<file path="src/rtl/controlador_partida.sv">
// rtl/controlador_partida.sv - battleship game controller: map preparation, shot resolution and game result
//
// Purpose:
//   Holds a ship map latched during preparation. Resolves confirmed shots during
//   attack, then reports victory or defeat. Every output is registered.
//
// Parameters:
//   LINHAS     board rows (default 7)
//   COLUNAS    board columns (default 5)
//   MAX_TIROS  shots per game, 1..LINHAS*COLUNAS (default 15)
//
// Ports:
//   clock            in   system clock, rising edge
//   reset            in   synchronous active-high reset
//   modo             in   2   00/11 off, 01 preparation, 10 attack
//   confirmar        in   1   debounced confirm level, edge-detected here
//   coord_linha      in   WL  target row
//   coord_coluna     in   WC  target column
//   mapa             in   N   candidate ship map, bit linha*COLUNAS+coluna
//   estado           out  2   00 DESLIGADO, 01 PREPARACAO, 10 ATAQUE, 11 FIM
//   tiros            out  N   cells already fired at
//   acertos          out  N   fired cells holding a ship
//   tiros_restantes  out  WT  shots left
//   acertos_cont     out  WN  hits so far
//   vitoria/derrota  out  1   game result, only meaningful in FIM
//   ev_acerto/ev_agua/ev_repetido/ev_invalido  out 1  one-cycle shot-result pulses
//
// Configuration macro:
//   TIRO_REPETIDO_CONSOME_EN  when defined, a repeated shot also consumes a shot
//                             and can end the game in defeat.

module controlador_partida #(
  parameter int LINHAS    = 7,
  parameter int COLUNAS   = 5,
  parameter int MAX_TIROS = 15,
  localparam int WL = $clog2(LINHAS),
  localparam int WC = $clog2(COLUNAS),
  localparam int N  = LINHAS * COLUNAS,
  localparam int WT = $clog2(MAX_TIROS + 1),
  localparam int WN = $clog2(N + 1)
) (
  input  logic          clock,
  input  logic          reset,
  input  logic [1:0]    modo,
  input  logic          confirmar,
  input  logic [WL-1:0] coord_linha,
  input  logic [WC-1:0] coord_coluna,
  input  logic [N-1:0]  mapa,
  output logic [1:0]    estado,
  output logic [N-1:0]  tiros,
  output logic [N-1:0]  acertos,
  output logic [WT-1:0] tiros_restantes,
  output logic [WN-1:0] acertos_cont,
  output logic          vitoria,
  output logic          derrota,
  output logic          ev_acerto,
  output logic          ev_agua,
  output logic          ev_repetido,
  output logic          ev_invalido
);

  localparam int WI = (N > 1) ? $clog2(N) : 1;

  typedef enum logic [1:0] {
    DESLIGADO  = 2'b00,
    PREPARACAO = 2'b01,
    ATAQUE     = 2'b10,
    FIM        = 2'b11
  } estado_t;

  estado_t       state_q, state_d;
  logic [N-1:0]  mapa_q, mapa_d;
  logic          map_valid_q, map_valid_d;
  logic [WN-1:0] navios_q, navios_d;
  logic [N-1:0]  tiros_q, tiros_d;
  logic [N-1:0]  acertos_q, acertos_d;
  logic [WT-1:0] rest_q, rest_d;
  logic [WN-1:0] cont_q, cont_d;
  logic          vit_q, vit_d;
  logic          der_q, der_d;
  logic          ev_acerto_q, ev_acerto_d;
  logic          ev_agua_q, ev_agua_d;
  logic          ev_repetido_q, ev_repetido_d;
  logic          ev_invalido_q, ev_invalido_d;
  logic          conf_prev_q;

  logic          conf_edge;
  logic          modo_off;
  logic          coord_ok;
  logic [WI-1:0] idx;
  logic [WN-1:0] popcount;

  // Previous sample resets to 1 so a confirm level already high when reset
  // is released is not mistaken for a fresh press.
  assign conf_edge = confirmar && !conf_prev_q;
  assign modo_off  = (modo == 2'b00) || (modo == 2'b11);
  assign coord_ok  = (int'(coord_linha) < LINHAS) && (int'(coord_coluna) < COLUNAS);
  assign idx       = WI'(coord_linha) * WI'(COLUNAS) + WI'(coord_coluna);

  always_comb begin
    popcount = '0;
    for (int i = 0; i < N; i++) begin
      popcount = popcount + WN'(mapa[i]);
    end
  end

  always_ff @(posedge clock) begin
    if (reset) begin
      state_q       <= DESLIGADO;
      mapa_q        <= '0;
      map_valid_q   <= 1'b0;
      navios_q      <= '0;
      tiros_q       <= '0;
      acertos_q     <= '0;
      rest_q        <= '0;
      cont_q        <= '0;
      vit_q         <= 1'b0;
      der_q         <= 1'b0;
      ev_acerto_q   <= 1'b0;
      ev_agua_q     <= 1'b0;
      ev_repetido_q <= 1'b0;
      ev_invalido_q <= 1'b0;
      conf_prev_q   <= 1'b1;
    end else begin
      state_q       <= state_d;
      mapa_q        <= mapa_d;
      map_valid_q   <= map_valid_d;
      navios_q      <= navios_d;
      tiros_q       <= tiros_d;
      acertos_q     <= acertos_d;
      rest_q        <= rest_d;
      cont_q        <= cont_d;
      vit_q         <= vit_d;
      der_q         <= der_d;
      ev_acerto_q   <= ev_acerto_d;
      ev_agua_q     <= ev_agua_d;
      ev_repetido_q <= ev_repetido_d;
      ev_invalido_q <= ev_invalido_d;
      conf_prev_q   <= confirmar;
    end
  end

  // Confirm edges are only acted on in branches where no mode transition is
  // taken, so a simultaneous mode change always discards the edge.
  always_comb begin
    state_d       = state_q;
    mapa_d        = mapa_q;
    map_valid_d   = map_valid_q;
    navios_d      = navios_q;
    tiros_d       = tiros_q;
    acertos_d     = acertos_q;
    rest_d        = rest_q;
    cont_d        = cont_q;
    vit_d         = vit_q;
    der_d         = der_q;
    ev_acerto_d   = 1'b0;
    ev_agua_d     = 1'b0;
    ev_repetido_d = 1'b0;
    ev_invalido_d = 1'b0;

    if (modo_off) begin
      state_d     = DESLIGADO;
      mapa_d      = '0;
      map_valid_d = 1'b0;
      navios_d    = '0;
      tiros_d     = '0;
      acertos_d   = '0;
      rest_d      = '0;
      cont_d      = '0;
      vit_d       = 1'b0;
      der_d       = 1'b0;
    end else begin
      case (state_q)
        DESLIGADO: begin
          if (modo == 2'b01) begin
            state_d = PREPARACAO;
          end
        end

        PREPARACAO: begin
          if (modo == 2'b10 && map_valid_q) begin
            state_d   = ATAQUE;
            rest_d    = WT'(MAX_TIROS);
            tiros_d   = '0;
            acertos_d = '0;
            cont_d    = '0;
          end else if (conf_edge) begin
            // An empty map is rejected and any previously latched map stays.
            if (popcount == '0) begin
              ev_invalido_d = 1'b1;
            end else begin
              mapa_d      = mapa;
              navios_d    = popcount;
              map_valid_d = 1'b1;
            end
          end
        end

        ATAQUE: begin
          if (modo == 2'b01) begin
            state_d   = PREPARACAO;
            tiros_d   = '0;
            acertos_d = '0;
            rest_d    = '0;
            cont_d    = '0;
          end else if (conf_edge) begin
            if (!coord_ok) begin
              ev_invalido_d = 1'b1;
            end else if (tiros_q[idx]) begin
              ev_repetido_d = 1'b1;
`ifdef TIRO_REPETIDO_CONSOME_EN
              rest_d = rest_q - WT'(1);
              if (rest_d == '0) begin
                state_d = FIM;
                der_d   = 1'b1;
              end
`endif
            end else begin
              tiros_d[idx] = 1'b1;
              rest_d       = rest_q - WT'(1);
              if (mapa_q[idx]) begin
                acertos_d[idx] = 1'b1;
                cont_d         = cont_q + WN'(1);
                ev_acerto_d    = 1'b1;
              end else begin
                ev_agua_d = 1'b1;
              end
              // Victory is checked first so sinking the last ship with the
              // last shot counts as a win.
              if (cont_d == navios_q) begin
                state_d = FIM;
                vit_d   = 1'b1;
              end else if (rest_d == '0) begin
                state_d = FIM;
                der_d   = 1'b1;
              end
            end
          end
        end

        FIM: begin
          if (modo == 2'b01) begin
            state_d   = PREPARACAO;
            tiros_d   = '0;
            acertos_d = '0;
            rest_d    = '0;
            cont_d    = '0;
            vit_d     = 1'b0;
            der_d     = 1'b0;
          end
        end

        default: begin
          state_d = DESLIGADO;
        end
      endcase
    end
  end

  assign estado          = state_q;
  assign tiros           = tiros_q;
  assign acertos         = acertos_q;
  assign tiros_restantes = rest_q;
  assign acertos_cont    = cont_q;
  assign vitoria         = vit_q;
  assign derrota         = der_q;
  assign ev_acerto       = ev_acerto_q;
  assign ev_agua         = ev_agua_q;
  assign ev_repetido     = ev_repetido_q;
  assign ev_invalido     = ev_invalido_q;

endmodule

</file>
<file path="config.mk">
export PLATFORM = sky130hd
export DESIGN_NAME = controlador_partida
export DESIGN_NICKNAME = d
export VERILOG_FILES = /design/src/rtl/controlador_partida.sv
export SDC_FILE = /design/constraint.sdc
export NUM_CORES = 1
export LEC_CHECK = 0
export BUFFER_PORTS_ARGS = -buffer_cell sky130_fd_sc_hd__buf_2
export CAP_MARGIN = 10
export CORE_UTILIZATION = 35
export DETAILED_ROUTE_END_ITERATION = 8
export SKIP_LAST_GASP = 1
export SLEW_MARGIN = 25
export SYNTH_ARGS = -nofsm -noshare
export SYNTH_HDL_FRONTEND = slang
export SYNTH_SLANG_ARGS = --single-unit
</file>
<file path="constraint.sdc">
create_clock -name clock -period 9.3 [get_ports clock]
set_input_delay 1.86 -clock clock [delete_from_list [all_inputs] [get_ports clock]]
set_output_delay 1.86 -clock clock [all_outputs]
set_load 0.01 [all_outputs]
</file>
==> impl_metrics.xml <==
<?xml version="1.0" encoding="UTF-8"?>
<metrics>
  <group name="cells_and_area">
    <metric name="area.sequential" unit="µm²">2620</metric>
    <metric name="drive_gt1_share" unit="%">22.8</metric>
    <metric name="antenna-diode-count" unit="">0</metric>
    <metric name="multi_input_comb_area" unit="µm²">3800</metric>
    <metric name="finalNetCount" unit="">972</metric>
    <metric name="finalInstanceArea" unit="µm²">8300</metric>
    <metric name="fill_cells" unit="">1893</metric>
    <metric name="area_grow_syn2layout" unit="%">21.1</metric>
  </group>
  <group name="global_route">
    <metric name="grt_max_degree" unit="">53</metric>
    <metric name="grt_antenna_before_repair" unit="">0</metric>
    <metric name="first_pass_grt_wire_length" unit="µm">30000</metric>
    <metric name="globalRouteOverflowTotal" unit="">0</metric>
    <metric name="groute.usage.overall" unit="%">19.3</metric>
    <metric name="grt_pass1_vias" unit="">5578</metric>
  </group>
  <group name="power">
    <metric name="power.density" unit="nW/µm²">226</metric>
    <metric name="power_leakage" unit="nW">3.52</metric>
    <metric name="ir_drop" unit="mV">0.303</metric>
  </group>
  <group name="worst_setup_path">
    <metric name="timing.critical_path.to_type" unit="">flop</metric>
    <metric name="worstPathArrival" unit="ns">7.14</metric>
    <metric name="ff2ff_setup_slack" unit="ns">6.19</metric>
    <metric name="path_max_fanout" unit="">33</metric>
    <metric name="crit_required" unit="ns">9.59</metric>
    <metric name="timing.setup.critical_path_class" unit="">in2reg</metric>
    <metric name="crit_path_start_kind" unit="">input pin</metric>
  </group>
  <group name="synthesis">
    <metric name="count_of_flip_flops_with_a_built_in_enable_after_synthesis" unit="">0</metric>
    <metric name="synth_area_leaders" unit="">sky130_fd_sc_hd__dfxtp_1 (38%), sky130_fd_sc_hd__fa_1 (7.9%), sky130_fd_sc_hd__nand2_1 (5.4%)</metric>
    <metric name="post_synth_fa_ha_maj_area_fraction" unit="%">12.4</metric>
    <metric name="post_synth_most_frequent_cells" unit="">sky130_fd_sc_hd__dfxtp_1 (131), sky130_fd_sc_hd__nand2_1 (98), sky130_fd_sc_hd__inv_1 (62)</metric>
    <metric name="synthMuxAreaShare" unit="%">5.80</metric>
    <metric name="netlist.top_cell.by_area" unit="">sky130_fd_sc_hd__dfxtp_1</metric>
    <metric name="postSynthRegisterBits" unit="">131</metric>
    <metric name="ys_seq_area_share" unit="%">38.3</metric>
    <metric name="synth-compound-area-share" unit="%">18.6</metric>
    <metric name="post_synth_instance_area" unit="µm²">6860</metric>
    <metric name="most_frequent_cell_after_synthesis" unit="">sky130_fd_sc_hd__dfxtp_1</metric>
    <metric name="xor_and_xnor_area_share_after_synthesis" unit="%">1.92</metric>
    <metric name="synth_area_per_cell" unit="µm²">9.04</metric>
    <metric name="yosys.area_share.simple" unit="%">16.4</metric>
    <metric name="synthArstFlopShare" unit="%">0</metric>
    <metric name="yosys.area.top_type_share" unit="%">38.3</metric>
    <metric name="synth_top_family_by_area" unit="">compound AO/OA/AOI/OAI gates</metric>
    <metric name="syn-num-nets" unit="">856</metric>
    <metric name="syn-instance-count" unit="">758</metric>
    <metric name="synth_flop_cell" unit="">sky130_fd_sc_hd__dfxtp_1</metric>
    <metric name="synth_cell_type_count" unit="">66</metric>
    <metric name="ys_warn_count" unit="">0</metric>
  </group>
  <group name="timing">
    <metric name="report.final.setup_viol" unit="">0</metric>
    <metric name="hold_violations" unit="">0</metric>
    <metric name="fin_worst_skew" unit="ns">0.00808</metric>
    <metric name="timing.setup.tns" unit="ns">0</metric>
    <metric name="finalCritPeriodShare" unit="%">73.7</metric>
    <metric name="slew_headroom" unit="%">31.5</metric>
    <metric name="worst_pin_slew" unit="ns">1.02</metric>
    <metric name="fmax" unit="GHz">0.146</metric>
    <metric name="final_period_minus_worst_setup_slack" unit="ns">6.85</metric>
    <metric name="slew_violations" unit="">0</metric>
    <metric name="rsz0062_at_grt" unit="">false</metric>
    <metric name="timing.hold.ws" unit="ns">0.452</metric>
  </group>
  <group name="clock_tree">
    <metric name="insertion_delay" unit="ns">0.42</metric>
    <metric name="cts_resized" unit="">0</metric>
    <metric name="clock_path_buffers" unit="">2</metric>
    <metric name="cts.clk_slew.worst_paths" unit="ns">0.05</metric>
    <metric name="cts_inserted_buffers" unit="">17</metric>
    <metric name="clock-sinks" unit="">131</metric>
    <metric name="clock_tree.htree_level_count" unit="">4</metric>
    <metric name="cts_setup_buffers" unit="">0</metric>
    <metric name="cts.hold.buffers_added" unit="">0</metric>
    <metric name="clock_tree_from_tritoncts" unit="">yes</metric>
    <metric name="clk_root_buffer_cell" unit="">sky130_fd_sc_hd__clkbuf_16</metric>
  </group>
  <group name="floorplan">
    <metric name="starting_density" unit="%">36.2</metric>
    <metric name="core-area" unit="µm²">19000</metric>
    <metric name="rows" unit="">50</metric>
    <metric name="die-height" unit="µm">142</metric>
    <metric name="area_enclosed_by_the_die_boundary" unit="µm²">20100</metric>
    <metric name="fp.dieW" unit="µm">142</metric>
    <metric name="io-pin-count" unit="">134</metric>
  </group>
  <group name="hold_path">
    <metric name="worst_hold_path_type" unit="">reg2reg</metric>
  </group>
  <group name="routing">
    <metric name="detailroute.via_count" unit="">5986</metric>
    <metric name="drt_pass1_iterations" unit="">5</metric>
    <metric name="detailedRoute.firstIterationViolations" unit="">363</metric>
    <metric name="post-route-drc-count" unit="">0</metric>
    <metric name="final_antenna_net_count" unit="">0</metric>
    <metric name="wl_per_cell" unit="µm">16.2</metric>
    <metric name="routed_via_density" unit="">5.22</metric>
    <metric name="drt-total-wl" unit="µm">18600</metric>
  </group>
  <group name="placed_design">
    <metric name="numPortBuffers" unit="">133</metric>
    <metric name="post-dp-hpwl" unit="µm">13800</metric>
    <metric name="placed_cell_area" unit="µm²">7720</metric>
    <metric name="gp_routability_congestion" unit="">0.829</metric>
  </group>
  <group name="status">
    <metric name="result_of_the_run" unit="">finished clean</metric>
  </group>
  <group name="flow_run">
    <metric name="max_cap_viol_count" unit="">0</metric>
  </group>
</metrics>
through the flow:
step	std cells	worst slack, ns	total power [W]	utilization (%)
floorplan	758	2.55	0.00108	-
global placement	1115	2.12	0.00121	40.7
detailed placement	1115	2.02	0.00122	40.7
CTS	1146	2.45	0.00188	43.8
global route	1146	2.20	0.00198	43.8
finish	1146	2.45	0.00188	43.8
cell type report:
type,instances,share of cell area [%]
flip-flops and latches,131,31.6
clock buffers,20,5.50
inverters,64,2.89
clock inverters,11,1.55
well taps,260,3.92
repair buffers,141,8.74
multi-input cells,519,45.8
worst paths after layout:
kind / start / end / depth (start not counted)
max reg2reg: estado[0] / acertos[32] / 7
min: mapa_q[31] / mapa_q[31] / 2
max: mapa[23] / navios_q[2] / 22
min reg2reg: mapa_q[31] / mapa_q[31] / 2
critical path, stage by stage:
cell	delay [ns]
sky130_fd_sc_hd__buf_2	0.09
sky130_fd_sc_hd__inv_1	0.05
sky130_fd_sc_hd__fa_1	0.53
sky130_fd_sc_hd__inv_1	0.05
sky130_fd_sc_hd__fa_1	0.47
sky130_fd_sc_hd__inv_1	0.05
sky130_fd_sc_hd__fa_1	0.47
sky130_fd_sc_hd__inv_1	0.05
sky130_fd_sc_hd__fa_1	0.46
sky130_fd_sc_hd__fa_1	0.53
sky130_fd_sc_hd__inv_1	0.05
sky130_fd_sc_hd__fa_1	0.48
sky130_fd_sc_hd__inv_1	0.05
sky130_fd_sc_hd__fa_1	0.40
sky130_fd_sc_hd__a21oi_1	0.21
sky130_fd_sc_hd__o21bai_1	0.14
sky130_fd_sc_hd__nand4b_1	0.27
sky130_fd_sc_hd__nand2_1	0.30
sky130_fd_sc_hd__buf_4	0.40
sky130_fd_sc_hd__nor2_1	0.07
sky130_fd_sc_hd__a21oi_1	0.13
sky130_fd_sc_hd__nor2_1	0.05
cells by family after synthesis:
| family | count (synthesis) |
|---|---|
| simple gates | 241 |
| compound gates | 185 |
| flops | 131 |
| buf+inv | 108 |
| fa+ha+maj | 52 |
| mux | 26 |
| xor+xnor | 15 |
routing by layer:
layer | track usage [%] | wire length [µm]
met1 | 26.1 | 8520
met2 | 29.7 | 8480
met3 | 4.24 | 1160
met4 | 7.87 | 453
met5 | 0 | 0
cells in the final DEF, fill, tap and decap left out, drive strengths merged, types with 4 or more instances in the layout:
cell	n
a211oi	8
a21oi	57
a221o	4
a22o	41
a31oi	29
and2	6
and3	5
buf	141
clkbuf	20
clkinvlp	5
dfxtp	131
fa	27
ha	25
inv	66
mux2	4
mux2i	12
mux4	10
nand2	98
nand2b	6
nand3	12
nand4	5
nor2	60
nor2b	7
nor3	18
nor3b	4
o21ai	16
or2	4
or3	4
or4	4
xnor2	12
state kept, by name (all words and copies together), names as in the netlist, 2 cells and up:
name             count
mapa_q              35
acertos             35
acertos_cont         6
estado               2
navios_q             6
tiros_restantes      4
tiros               35
report_power, final:
group          switching, W  internal [W]
Combinational      0.000383      0.000258
Clock              0.000257      0.000408
Sequential       0.00000401      0.000566
Note: power is estimated with default switching activity, not from simulation.
